`config.mk`:
```
export PLATFORM = sky130hd
export DESIGN_NAME = lr35902_dbg_snapshot
export DESIGN_NICKNAME = d
export VERILOG_FILES = /design/src/rtl/lr35902_dbg_snapshot.sv
export SDC_FILE = /design/constraint.sdc
export NUM_CORES = 1
export LEC_CHECK = 0
export ABC_AREA = 1
export CAP_MARGIN = 20
export CORE_ASPECT_RATIO = 1.5
export CORE_MARGIN = 2
export CORE_UTILIZATION = 50
export DETAILED_ROUTE_END_ITERATION = 16
export GPL_TIMING_DRIVEN = 0
export PLACE_DENSITY = 0.73
export SYNTH_ARGS = -nofsm -noshare
export SYNTH_HDL_FRONTEND = slang
export SYNTH_SLANG_ARGS = --single-unit
```
`constraint.sdc`:
```
create_clock -name cpu_clk -period 2.2 [get_ports cpu_clk]
set_clock_uncertainty 0.1 [all_clocks]
set_input_delay 0.33 -clock cpu_clk [delete_from_list [all_inputs] [get_ports cpu_clk]]
set_output_delay 0.33 -clock cpu_clk [all_outputs]
set_load 0.005 [all_outputs]
```
`src/rtl/lr35902_dbg_snapshot.sv`:
```
// Debug snapshot stage for the LR35902 debug UART.
// Captures PC/SP/F/IME/probe on every advancing opcode fetch while the CPU runs,
// and freezes them while halted so the debug port serialises stable values.
// Also records recent fetch PCs in a ring buffer that can be popped while
// halted, and counts captured fetches.
module lr35902_dbg_snapshot #(
  parameter int TRACE_AW = 4,
  parameter int CNT_W    = 32
) (
  input  logic                cpu_clk,
  input  logic                reset,
  input  logic                fetch,
  input  logic                halt,
  input  logic [15:0]         pc_in,
  input  logic [15:0]         sp_in,
  input  logic [3:0]          f_in,
  input  logic                ime_in,
  input  logic [7:0]          probe_in,
  output logic [15:0]         pc,
  output logic [15:0]         sp,
  output logic [3:0]          f,
  output logic                ime,
  output logic [7:0]          probe,
  input  logic                trace_rd,
  input  logic                trace_clr,
  output logic [15:0]         trace_data,
  output logic                trace_valid,
  output logic [TRACE_AW:0]   trace_cnt,
  output logic                trace_wrap,
  output logic [CNT_W-1:0]    fetch_cnt
);

  localparam int DEPTH = 1 << TRACE_AW;
  localparam logic [TRACE_AW:0] DEPTH_CNT = (TRACE_AW + 1)'(DEPTH);

  // Snapshot registers
  logic [15:0]         pc_q, pc_d;
  logic [15:0]         sp_q, sp_d;
  logic [3:0]          f_q, f_d;
  logic                ime_q, ime_d;
  logic [7:0]          probe_q, probe_d;

  // Trace ring buffer state
  logic [TRACE_AW-1:0] wptr_q, wptr_d;
  logic [TRACE_AW-1:0] rptr_q, rptr_d;
  logic [TRACE_AW:0]   cnt_q, cnt_d;
  logic                wrap_q, wrap_d;
  logic [15:0]         data_q, data_d;
  logic                valid_q, valid_d;
  logic [CNT_W-1:0]    fcnt_q, fcnt_d;

  logic [15:0]         mem [DEPTH];

  logic cap;
  logic full;
  logic push;
  logic pop;

  // A fetch only counts as captured while the CPU is running; clear
  // suppresses both push and pop so the buffer really ends up empty.
  assign cap  = fetch & ~halt;
  assign full = (cnt_q == DEPTH_CNT);
  assign push = cap & ~trace_clr;
  assign pop  = trace_rd & halt & (cnt_q != '0) & ~trace_clr;

  // Trace storage write port: no reset so it maps onto RAM.
  always_ff @(posedge cpu_clk) begin
    if (push) begin
      mem[wptr_q] <= pc_in;
    end
  end

  // Next-state logic for snapshot, counter and ring-buffer bookkeeping.
  always_comb begin
    pc_d    = pc_q;
    sp_d    = sp_q;
    f_d     = f_q;
    ime_d   = ime_q;
    probe_d = probe_q;
    fcnt_d  = fcnt_q;
    wptr_d  = wptr_q;
    rptr_d  = rptr_q;
    cnt_d   = cnt_q;
    wrap_d  = wrap_q;
    data_d  = data_q;
    valid_d = 1'b0;

    if (cap) begin
      pc_d    = pc_in;
      sp_d    = sp_in;
      f_d     = f_in;
      ime_d   = ime_in;
      probe_d = probe_in;
      fcnt_d  = fcnt_q + 1'b1;
    end

    if (trace_clr) begin
      wptr_d = '0;
      rptr_d = '0;
      cnt_d  = '0;
      wrap_d = 1'b0;
    end else if (push) begin
      wptr_d = wptr_q + 1'b1;
      if (full) begin
        // Oldest entry is overwritten: drag the read pointer along.
        rptr_d = rptr_q + 1'b1;
        wrap_d = 1'b1;
      end else begin
        cnt_d = cnt_q + 1'b1;
      end
    end else if (pop) begin
      data_d  = mem[rptr_q];
      valid_d = 1'b1;
      rptr_d  = rptr_q + 1'b1;
      cnt_d   = cnt_q - 1'b1;
    end
  end

  // State registers with synchronous reset.
  always_ff @(posedge cpu_clk) begin
    if (reset) begin
      pc_q    <= '0;
      sp_q    <= '0;
      f_q     <= '0;
      ime_q   <= 1'b0;
      probe_q <= '0;
      fcnt_q  <= '0;
      wptr_q  <= '0;
      rptr_q  <= '0;
      cnt_q   <= '0;
      wrap_q  <= 1'b0;
      data_q  <= '0;
      valid_q <= 1'b0;
    end else begin
      pc_q    <= pc_d;
      sp_q    <= sp_d;
      f_q     <= f_d;
      ime_q   <= ime_d;
      probe_q <= probe_d;
      fcnt_q  <= fcnt_d;
      wptr_q  <= wptr_d;
      rptr_q  <= rptr_d;
      cnt_q   <= cnt_d;
      wrap_q  <= wrap_d;
      data_q  <= data_d;
      valid_q <= valid_d;
    end
  end

  assign pc          = pc_q;
  assign sp          = sp_q;
  assign f           = f_q;
  assign ime         = ime_q;
  assign probe       = probe_q;
  assign trace_data  = data_q;
  assign trace_valid = valid_q;
  assign trace_cnt   = cnt_q;
  assign trace_wrap  = wrap_q;
  assign fetch_cnt   = fcnt_q;

endmodule
```
==> summary.md, run 1 <==
| Metric | Value |
|---|---|
| Status | complete, no violations |
| Crit Path Max Fanout | 10 |
| Post-layout nets | 1,795 |
| Min Hold Slack | 334.1 ps |
| DRT iter0 DRCs | 873 |
| CTS tree | yes |
| Worst Path Required | ~2600 ps |
| Register area share after synthesis | 0.6568 |
| Synth top area cells | edfxtp_1, dfxtp_1, nand2_1 |
| Fin cells | 2,153 |
| Synth Flop Type | edfxtp_1 |
| TritonCTS Buffers | 34 |
| I/O pin cnt | approximately 150 |
| Clock slew at reported path FFs | ~70 ps |
| Setup-failing EPs final | 0 |
| Total iterations of the first detailed-routing run | 5 |
| Post-DRT Antenna Nets | 0 |
| PD cells | about 760 nW/um2 |
| Area of the multi-input gates | 4576 um2 |
| Cell variety after synth | 37 |
| R2R Setup Slk | 70 ps |
| IO buf count | 150 |
| Clk buf depth | 3 |
| Startpoint type of the worst setup path | flop |
| FMAX | 468.4 MHz |
| Antenna violations before repair | 0 |
| CP Data Arrival Time | around 2500 ps |
| Yosys top cell area share | 0.5126 |
| VDD IR-drop max | 638.5 uV |
| Area delta synth->final | 22.08% |
| Minimum clock period | 2135 ps |
| Initial Util | 0.5087 |
| H-tree depth | 2 |
| Max-slew violation count | 0 |
| Final WS setup | between 60 and 70 ps |
| Number of synthesized flops with an enable pin | 256 |
| Fillers | 2,446 |
| WL/cell | 20.02 um |
| Gr usage total | 0.2772 |
| Final WL | 43.11 mm |
| Drt drc | 0 |
| Setup crit end kind | flop |
| Worst slew margin | 0.2420 |
| # rows | 77 |
| Die Height | 216.1 um |
| Tightest Pin Transition | 1133 ps |
| Yosys top cell by area | edfxtp_1 |
| Yosys warnings | 0 |
| Fraction of registers with async set/reset | 0 |
| Core Area | 29,480 um2 |
| CTS root buf | clkbuf_16 |
| Final period util | 0.9704 |
| Later-pin clock latency in the skew report | approximately 540 ps |
| Clock tree sinks | ~360 |
| Via/cell ratio | 5.391 |
| Layout Utilization | 0.6210 |
| Setup bufs post-CTS | 0 |
| Max-cap violations | 0 |
| Fraction of layout cells with a size suffix above 1 | 0.08191 |
| Antenna diode count | 0 |
| Pleak | between 6 and 7 nW |
| FF+latch count, synth | around 360 |
| Syn Std Cell Area | around 15,000 um2 |
| Hold Fails Final Rpt | 0 |
| FF/Latch Area | 9849 um2 |
| Setup TNS | 0 ps |
| Unrepaired setup endpoints after global routing | no |
| First-pass GRT wire length | 66.35 mm |
| Grt total ovfl | 0 |
| Die area | 31,420 um2 |
| RePlAce Congestion | 0.9543 |
| Routed vias | 11,610 |
| Synthesized area per cell | 9.770 um2 |
| Largest net degree at the start of global routing | 18 |
| Synth Net Count | 1,596 |
| Die Width | around 150 um |
| Gate Count Post-Synth | 1,535 |
| Worst Hold Class | in -> reg |
| Worst slack, placed | -643.1 ps |
| Setup CP Type | reg -> reg |
| Dpl hpwl | between 30 and 40 mm |
| Placed cells | 2,093 |
| Vias in the first global route | between 10,000 and 15,000 |
==> worst paths after layout <==
| path | startpoint | to | depth (start not counted) |
|---|---|---|---|
| max | rptr_q[1] | trace_data[8] | 9 |
| min | probe_in[6] | probe[6] | 3 |
| max reg2reg | rptr_q[1] | trace_data[8] | 9 |
| min reg2reg | trace_wrap | trace_wrap | 2 |
==> worst max-delay path: stages (launching register included) <==
cell	delay [ps]
dfxtp_1	330
buf_2	230
buf_2	300
buf_2	290
nand2_1	90
nand3_1	100
nand3_1	300
nand3_1	220
nand2_1	70
inv_1	50
==> synthesized netlist by cell type, types with 2 or more instances <==
| cell | n |
|---|---|
| o21ai_1 | 15 |
| nand3_1 | 135 |
| edfxtp_1 | 256 |
| xor2_1 | 7 |
| a21oi_1 | 22 |
| nor2_2 | 3 |
| nor3_1 | 3 |
| nor2_1 | 328 |
| buf_6 | 5 |
| inv_2 | 5 |
| buf_1 | 10 |
| nand2_1 | 356 |
| nand4_1 | 8 |
| buf_4 | 3 |
| dfxtp_1 | 108 |
| ha_1 | 9 |
| inv_1 | 66 |
| clkbuf_1 | 28 |
| nand2_2 | 5 |
| buf_2 | 32 |
| o21ai_0 | 109 |
| nor2_4 | 3 |
| nand3_2 | 2 |
| o21a_1 | 4 |
==> per-stage QoR <==
stage | cell area (um2) | power [mW]
2_1_floorplan | 15000 | 7.838
6_report | 18310 | 13.91
4_1_cts | 18270 | 13.95
5_1_grt | 18310 | 14.27
3_5_place_dp | 17180 | 8.284
3_3_place_gp | 16990 | 8.265
==> state kept, by name, summed over array words and instances (netlist names), 4 cells and up <==
| register | flops |
|---|---|
| f | 4 |
| trace_cnt | 5 |
| trace_data | 16 |
| wptr_q | 4 |
| sp | 16 |
| mem | 256 |
| probe | 8 |
| rptr_q | 4 |
| fetch_cnt | 32 |
| pc | 16 |
==> power breakdown <==
group | internal [mW] | total [mW] | switching (mW)
Sequential | 7.40 | 7.45 | 0.0447
Combinational | 0.289 | 0.689 | 0.399
Clock | 3.27 | 5.78 | 2.51
==> cells in the final DEF (no fill, tap or decap), drive strengths merged, types with 2 or more instances in the layout <==
| master | n |
|---|---|
| a21oi | 22 |
| dfxtp | 108 |
| inv | 73 |
| bufinv | 2 |
| nor2 | 335 |
| edfxtp | 256 |
| o21a | 4 |
| clkinv | 10 |
| nor3 | 4 |
| nand2 | 361 |
| nand4 | 9 |
| nand3b | 2 |
| xor2 | 7 |
| o21ai | 124 |
| buf | 62 |
| clkbuf | 75 |
| clkdlybuf4s50 | 150 |
| nand3 | 138 |
| ha | 9 |
==> logic make-up (layout without fill, tap and decap cells) <==
family / after synthesis / in the layout / share of synthesized area
AO/OA/AOI/OAI: 153 / 153 / 0.05214
XOR/XNOR: 7 / 7 / 0.004088
flip-flops: 364 / 364 / 0.6568
AND/OR/NAND/NOR: 851 / 851 / 0.2347
buffers and inverters: 150 / 373 / 0.04347
adder cells (fa/ha/maj): 10 / 10 / 0.008844
==> repair_timing <==
item | 4_1_cts | 5_1_grt
resized for setup | 4 | 14
endpoints found under the setup margin | 37 | 60
hold buffers | 0 | 0
==> cell type report <==
class | instances | share of cell area
repair buffers | 163 | 0.09062
inverters | 72 | 0.01476
clock buffers | 46 | 0.05174
flip-flops and latches | 364 | 0.5380
plain buffers | 78 | 0.02112
well taps | 395 | 0.02700
multi-input cells | 1021 | 0.2499
clock inverters | 14 | 0.006834
==> layer usage <==
layer | track usage | wire length, um
met5 | 0 | 0
met4 | 0.1722 | 3021
met3 | 0.05853 | 3390
met2 | 0.4848 | 21100
met1 | 0.3088 | 15600
Note: power is estimated with default switching activity, not from simulation.
==> run 2: changes to the inputs <==
--- a/config.mk
+++ b/config.mk
@@ -13,6 +13,8 @@
 export DETAILED_ROUTE_END_ITERATION = 16
 export GPL_TIMING_DRIVEN = 0
 export PLACE_DENSITY = 0.73
+export REMOVE_ABC_BUFFERS = 1
+export SETUP_SLACK_MARGIN = 0.2
 export SYNTH_ARGS = -nofsm -noshare
 export SYNTH_HDL_FRONTEND = slang
 export SYNTH_SLANG_ARGS = --single-unit
==> constraint.sdc (replaced) <==
create_clock -name cpu_clk -period 2.7 [get_ports cpu_clk]
set_clock_uncertainty 0.1 [all_clocks]
set_input_delay 0.405 -clock cpu_clk [delete_from_list [all_inputs] [get_ports cpu_clk]]
set_output_delay 0.405 -clock cpu_clk [all_outputs]
set_load 0.005 [all_outputs]
==> run 2 against run 1 <==
Sequential power is 19% lower. Sequential share of layout area is 0.60 points lower. Via count is 3.5% lower. Hold slack better by 34 ps. First-iteration DRC count is 0.23% lower. Sequential cell count stayed put. Critical path type unchanged. Combinational power is 25% lower. Clock power is 14% lower.
==> summary.md, run 2 (same netlist as run 1, synthesis figures left out) <==
| Metric | Value |
|---|---|
| Drt drc | 0 (unchanged) |
| Most frequent cells in the layout | nand2_1, nor2_1, edfxtp_1 |
| Via/cell ratio | 5.342 (-0.91%) |
| Top reg by flops | mem |
| Worst r2r src | rptr_q[2] |
| VDD IR-drop max | 622.5 uV (-2.5%) |
| Critical Path Source | rptr_q[2] |
| CTS root buf | clkbuf_16 |
| Worst slew margin | 0.3843 (+0.1423) |
| Dpl hpwl | 22.11 mm (-27%) |
| Crit path max-delay cell type | dfxtp_2 |
| Setup CP Type | reg -> reg |
| IO buf count | 150 (unchanged) |
| CP Data Arrival Time | 2810 ps (+300 ps) |
| Pleak | 6.913 nW (+0.32%) |
| Hold Fails Final Rpt | 0 (unchanged) |
| Post-layout nets | 1,738 (-3.2%) |
| Power Internal | 9.177 mW (-16%) |
| Worst Path Required | 3070 ps (+490 ps) |
| TritonCTS Buffers | 34 (unchanged) |
| Max-slew violation count | 0 (unchanged) |
| Largest register FFs | 256 (unchanged) |
| Initial Util | 0.5087 (unchanged) |
| Setup TNS | 0 ps (unchanged) |
| Worst slack, placed | -1816 ps (-1173 ps) |
| Tightest Pin Transition | 923.6 ps (-209.9 ps) |
| Unrepaired setup endpoints after global routing | yes |
| Seq pwr share | 0.525 (-0.010) |
| Die Height | 216.1 um (unchanged) |
| Critical hold path startpoint | fetch_cnt[6] |
| Area delta synth->final | 23.58% |
| Status | complete, no violations |
| Antenna diode count | 0 (unchanged) |
| Die Width | 145.4 um (unchanged) |
| Clk buf depth | 3 (unchanged) |
| WL/cell | 18.09 um (-9.6%) |
| # rows | 77 (unchanged) |
| Final period util | 0.9035 (-0.06693) |
| First-pass GRT wire length | 59.08 mm (-11%) |
| DRT iter0 DRCs | 871 (-0.23%) |
| CTS tree | yes |
| Cell count of the worst reg-to-reg path | 7 (-2) |
| Grt total ovfl | 0 (unchanged) |
| Setup crit end kind | flop |
| Startpoint type of the worst setup path | flop |
| Post-DRT Antenna Nets | 0 (unchanged) |
| Crit Path Max Fanout | 36 (+26) |
| Max-cap violations | 0 (unchanged) |
| Core Area | 29,480 um2 (unchanged) |
| Gr usage total | 0.2386 (-0.03866) |
| Worst-path cell chain | inv_1 -> buf_16 -> nand3_1 -> nand3_1 -> nand3_1 -> nand2_1 -> inv_1 |
| Minimum clock period | 2439 ps (+304.5 ps) |
| Clock tree sinks | 364 (unchanged) |
| Clock slew at reported path FFs | 70 ps (about the same) |
| Final WL | 37.94 mm (-12%) |
| Routed vias | 11,200 (-3.5%) |
| Combinational share of power | 0.045 (-0.004) |
| Sw frac | 0.2057 (-0.006373) |
| Commonest non-fill, non-tap cell in the layout | nand2_1 |
| Fraction of layout cells with a size suffix above 1 | 0.07991 (-0.002005) |
| RePlAce Congestion | 0.7920 (-17%) |
| I/O pin cnt | 151 (unchanged) |
| Total iterations of the first detailed-routing run | 5 (unchanged) |
| CP max stage delay | 940 ps (+610 ps) |
| FMAX | 409.9 MHz (-12%) |
| Die area | 31,420 um2 (unchanged) |
| Clock share of power | 0.430 (+0.015) |
| Final WS setup | 260.7 ps (+195.5 ps) |
| PD cells | 623.4 nW/um2 (-18%) |
| Worst Hold Class | reg -> reg |
| Later-pin clock latency in the skew report | 520 ps (-20 ps) |
| Worst path most repeated cell | nand3_1 |
| H-tree depth | 2 (unchanged) |
| Antenna violations before repair | 0 (unchanged) |
| Hold Path Depth | 2 (-1) |
| Setup-failing EPs final | 0 (unchanged) |
| Cts hold-fix bufs | 0 (unchanged) |
| Net Sw Power | 2.376 mW (-19%) |
| Largest net degree at the start of global routing | 77 (+59) |
| Vias in the first global route | 11,250 (-3.3%) |
| R2R Setup Slk | 260 ps (+200 ps) |
-- run 2: changes by cell type in the layout (fill, tap and decap cells not counted), moves of 3 or more --
cell and delta:
clkinv_2 +6, buf_1 -10, buf_2 -30, dfxtp_1 -4
clkbuf_1 -29, buf_6 -5, clkinv_1 -4, buf_16 +14
buf_12 +3
-- run 2: power by group through the flow --
stage | Sequential (mW) | Clock [mW] | Combinational, mW
2_1_floorplan | 6.20 | 0 | 0.174
3_3_place_gp | 6.19 | 0 | 0.476
3_5_place_dp | 6.19 | 0 | 0.494
4_1_cts | 6.07 | 5.03 | 0.513
5_1_grt | 6.07 | 5.22 | 0.576
6_report | 6.06 | 4.97 | 0.519
-- run 2: path summary, 6_finish.rpt --
path / end
hold / removal: fetch_cnt[6]
setup reg to reg: trace_data[0]
hold reg to reg: fetch_cnt[6]
setup / recovery: trace_data[0]
-- run 2: cell type report --
cell class                 instances  area (um2)
fill                            2302       10950
inverter                          72       309.0
clock buffer                      43       958.4
multi-input combinational       1023        4597
timing repair inverter             1       11.26
clock inverter                    18       197.7
sequential                       364        9859
timing repair buffer             181        2106
tap                              395       494.2
-- run 2: routing by layer --
| metal | track usage | vias to the layer above | wire, um |
|---|---|---|---|
| met5 | 0 | - | 0 |
| met1 | 0.2725 | 5226 | 13910 |
| met2 | 0.4174 | 481 | 19070 |
| met4 | 0.1150 | 0 | 1589 |
| li1 | - | 5385 | - |
| met3 | 0.06147 | 110 | 3371 |
-- run 2: through the flow --
stage	utilization	total power [mW]	hold WS, ps	std cells	instance area (um2)
final	0.6286	11.55	368.5	2097	18530
after global routing	0.6286	11.87	395.8	2097	18530
after CTS	0.6260	11.61	363.9	2091	18460
after detailed placement	0.5823	6.685	353.8	2024	17170
after global placement	0.5635	6.667	347.4	2002	16610
after floorplan	-	6.369	346.6	1457	14620
-- run 2: repair_timing --
action	CTS	global route
resized for setup	13	6
buffers inserted	5	4
pin swaps	4	0
gates cloned	1	2
setup endpoints to repair	315	74
-- run 2: worst max-delay path: cells and delay by family, from the launching register on --
kind / cells / cell delay [ps]
buf+inv: 3 / 920
simple gates: 4 / 400
flops: 1 / 940
==> run 3: changes to the inputs <==
--- a/config.mk
+++ b/config.mk
@@ -12,7 +12,7 @@
 export CORE_UTILIZATION = 50
 export DETAILED_ROUTE_END_ITERATION = 16
 export GPL_TIMING_DRIVEN = 0
-export PLACE_DENSITY = 0.73
+export PLACE_DENSITY = 0.76
 export REMOVE_ABC_BUFFERS = 1
 export SETUP_SLACK_MARGIN = 0.2
 export SYNTH_ARGS = -nofsm -noshare
==> constraint.sdc (replaced) <==
create_clock -name cpu_clk -period 2.1 [get_ports cpu_clk]
set_clock_uncertainty 0.1 [all_clocks]
set_input_delay 0.315 -clock cpu_clk [delete_from_list [all_inputs] [get_ports cpu_clk]]
set_output_delay 0.315 -clock cpu_clk [all_outputs]
set_load 0.005 [all_outputs]
==> run 3 against run 2 <==
Global-route usage grew 2.7 points. Highest routed layer unchanged. Largest cell class unchanged. First-iteration DRC count rose by 39%. Routed wire length increased by 16%. Worst setup slack worse by 140 ps. Utilization is 2.2 points higher. Register-to-register slack worse by 140 ps. Critical endpoint is now trace_data[2]. Hold slack lost 120 ps. Clock power is 24% higher. Critical path depth up 3. Via count grew 7.8%. Sequential cell count unchanged. Cell area up 3.5%.
==> summary.md, run 3 (same netlist as run 1, synthesis figures left out) <==
| Metric | Value |
|---|---|
| PD cells | 763.5 nW/um2 (+22%) |
| # rows | 77 (unchanged) |
| Tightest Pin Transition | 899.7 ps (-23.84 ps) |
| Post-layout nets | 1,771 (+1.9%) |
| Largest net degree at the start of global routing | 59 (-23%) |
| Setup CP Type | reg -> reg |
| Vias in the first global route | 11,700 (+4.0%) |
| Worst slack, placed | -2267 ps (-451.1 ps) |
| Dpl hpwl | 22.72 mm (+2.8%) |
| Worst slew margin | 0.4002 (+0.01589) |
| Gr usage total | 0.2656 (+0.02700) |
| RePlAce Congestion | 0.7910 (-0.13%) |
| Unrepaired setup endpoints after global routing | yes |
| R2R Path End | trace_data[2] |
| WL/cell | 20.64 um (+14%) |
| Core Area | 29,480 um2 (unchanged) |
| Area delta synth->final | 27.85% |
| Fin cells | 2,130 (+1.6%) |
| Hold Fails Final Rpt | 0 (unchanged) |
| Area of the multi-input gates | 4682 um2 (+1.9%) |
| Final WS setup | 125.5 ps (-135.2 ps) |
| Met2 Use GR | 0.4768 (+0.05940) |
| Setup-failing EPs final | 0 (unchanged) |
| CTS root buf | clkbuf_16 |
| Top Usage Layer GRT | met2 |
| Die area | 31,420 um2 (unchanged) |
| FF/Latch Area | 9932 um2 (+0.74%) |
| First-pass GRT wire length | 65.11 mm (+10%) |
| Max-cap violations | 0 (unchanged) |
| Die Height | 216.1 um (unchanged) |
| Commonest non-fill, non-tap cell in the layout | nand2_1 |
| Pleak | 7.422 nW (+7.4%) |
| Total Power | 14.64 mW (+27%) |
| H-tree depth | 1 (-1) |
| Antenna violations before repair | 0 (unchanged) |
| Worst r2r src | rptr_q[1] |
| Final period util | 0.9402 (+0.03678) |
| Startpoint type of the worst setup path | flop |
| Die Width | 145.4 um (unchanged) |
| DRT iter0 DRCs | 1,213 (+39%) |
| Final WL | 43.95 mm (+16%) |
| IO buf count | 150 (unchanged) |
| R2R Setup Slk | 130 ps (-140 ps) |
| Max-slew violation count | 0 (unchanged) |
| Layout Utilization | 0.6504 (+0.02173) |
| Worst-path cell chain | buf_16 -> clkinvlp_4 -> buf_4 -> nor2_1 -> o21ai_0 -> nand3_1 -> nand3_1 -> nand3_2 -> nand2_1 -> inv_1 |
| Worst Path Required | 2540 ps (-530 ps) |
| Status | complete, no violations |
| I/O pin cnt | 151 (unchanged) |
| Initial Util | 0.5087 (unchanged) |
| Critical Path Source | rptr_q[1] |
| Clk buf depth | 3 (unchanged) |
| Placed cells | 2,024 (unchanged) |
| Setup TNS | 0 ps (unchanged) |
| Clock tree sinks | 364 (unchanged) |
| Grt total ovfl | 0 (unchanged) |
| Finished Cell Area | 19,170 um2 (+3.5%) |
| Fillers | 2,183 (-5.2%) |
| Most frequent cells in the layout | nand2_1, nor2_1, edfxtp_1 |
| Fraction of layout cells with a size suffix above 1 | 0.1228 (+0.04286) |
| Drt drc | 0 (unchanged) |
| Min Hold Slack | 246.8 ps (-121.7 ps) |
| CP Capture Point | trace_data[2] |
| Via/cell ratio | 5.671 (+6.2%) |
| Minimum clock period | 1974 ps (-464.8 ps) |
| Routed vias | 12,080 (+7.8%) |
| Later-pin clock latency in the skew report | 590 ps (+70 ps) |
| Crit Path Max Fanout | 18 (-50%) |
| GRT met1 Usage | 0.2978 (+0.02530) |
| CP max stage delay | 440 ps (-500 ps) |
| FMAX | 506.5 MHz (+24%) |
| DP Area | 17,160 um2 (about the same) |
| Cell count of the worst reg-to-reg path | 10 (+3) |
| Crit path max-delay cell type | dfxtp_4 |
| CTS tree | yes |
| Total iterations of the first detailed-routing run | 6 (+1) |
| Clock slew at reported path FFs | 80 ps (about the same) |
| Post-DRT Antenna Nets | 0 (unchanged) |
| VDD IR-drop max | 1013 uV (+63%) |
| Antenna diode count | 0 (unchanged) |
| CP Data Arrival Time | 2410 ps (-400 ps) |
| Worst path most repeated cell | nand3_1 |
| Top reg by flops | mem |
| Worst Hold Class | in -> reg |
| Largest register FFs | 256 (unchanged) |
| TritonCTS Buffers | 31 (-8.8%) |
| M3 GR Usage | 0.05453 (-0.006947) |
| Setup crit end kind | flop |
-- run 3: cell types whose count changed in the layout (fill, tap and decap cells not counted), sizes merged --
| cell | previous run | this run |
|---|---|---|
| buf | 32 | 62 |
| bufbuf | 0 | 3 |
| clkbuf | 43 | 40 |
| clkdlybuf4s15 | 0 | 1 |
| clkdlybuf4s50 | 148 | 117 |
| clkinv | 13 | 5 |
| clkinvlp | 3 | 9 |
| dlygate4sd2 | 1 | 21 |
| dlymetal6s2s | 0 | 10 |
| inv | 71 | 76 |
-- run 3: worst min-delay path by stage --
stage	from	to	cells after the start
after CTS	reset	fetch_cnt[26]	2
final	reset	fetch_cnt[13]	2
after detailed placement	trace_wrap	trace_wrap	2
after floorplan	reset	fetch_cnt[26]	1
after global routing	reset	fetch_cnt[14]	2
after global placement	trace_wrap	trace_wrap	2
-- run 3: timing repair --
item	CTS	global route
hold buffers	0	0
resized for setup	102	22
endpoints found under the setup margin	392	94
buffers inserted	31	7
pin swaps	14	3
cloned	8	2
-- run 3: worst max-delay path, delay by kind of cell, from the launching register on --
kind | cells | cell delay [ps]
and+or+nand+nor | 5 | 630
buffers and inverters | 4 | 610
DFF | 1 | 440
AOI/OAI and AO/OA | 1 | 130
-- run 3: metal layers --
layer | part of all wire | vias up
met2 | 0.50 | 757
li1 | - | 5463
met4 | 0.058 | 0
met3 | 0.098 | 184
met1 | 0.34 | 5676
met5 | 0 | -
-- run 3: cell type report --
cell class | count | share of cell area
flip-flops and latches | 364 | 0.5180
multi-input cells | 1023 | 0.2442
repair buffers | 216 | 0.1378
clock buffers | 38 | 0.04444
well taps | 395 | 0.02578
inverters | 72 | 0.01658
clock inverters | 20 | 0.01227
repair inverters | 2 | 0.0009136
-- run 3: power breakdown --
group	switching [mW]	internal (mW)	leakage, nW
sequential	0.0468	7.73	3.21
clock	2.74	3.41	0.513
combinational	0.392	0.313	3.70
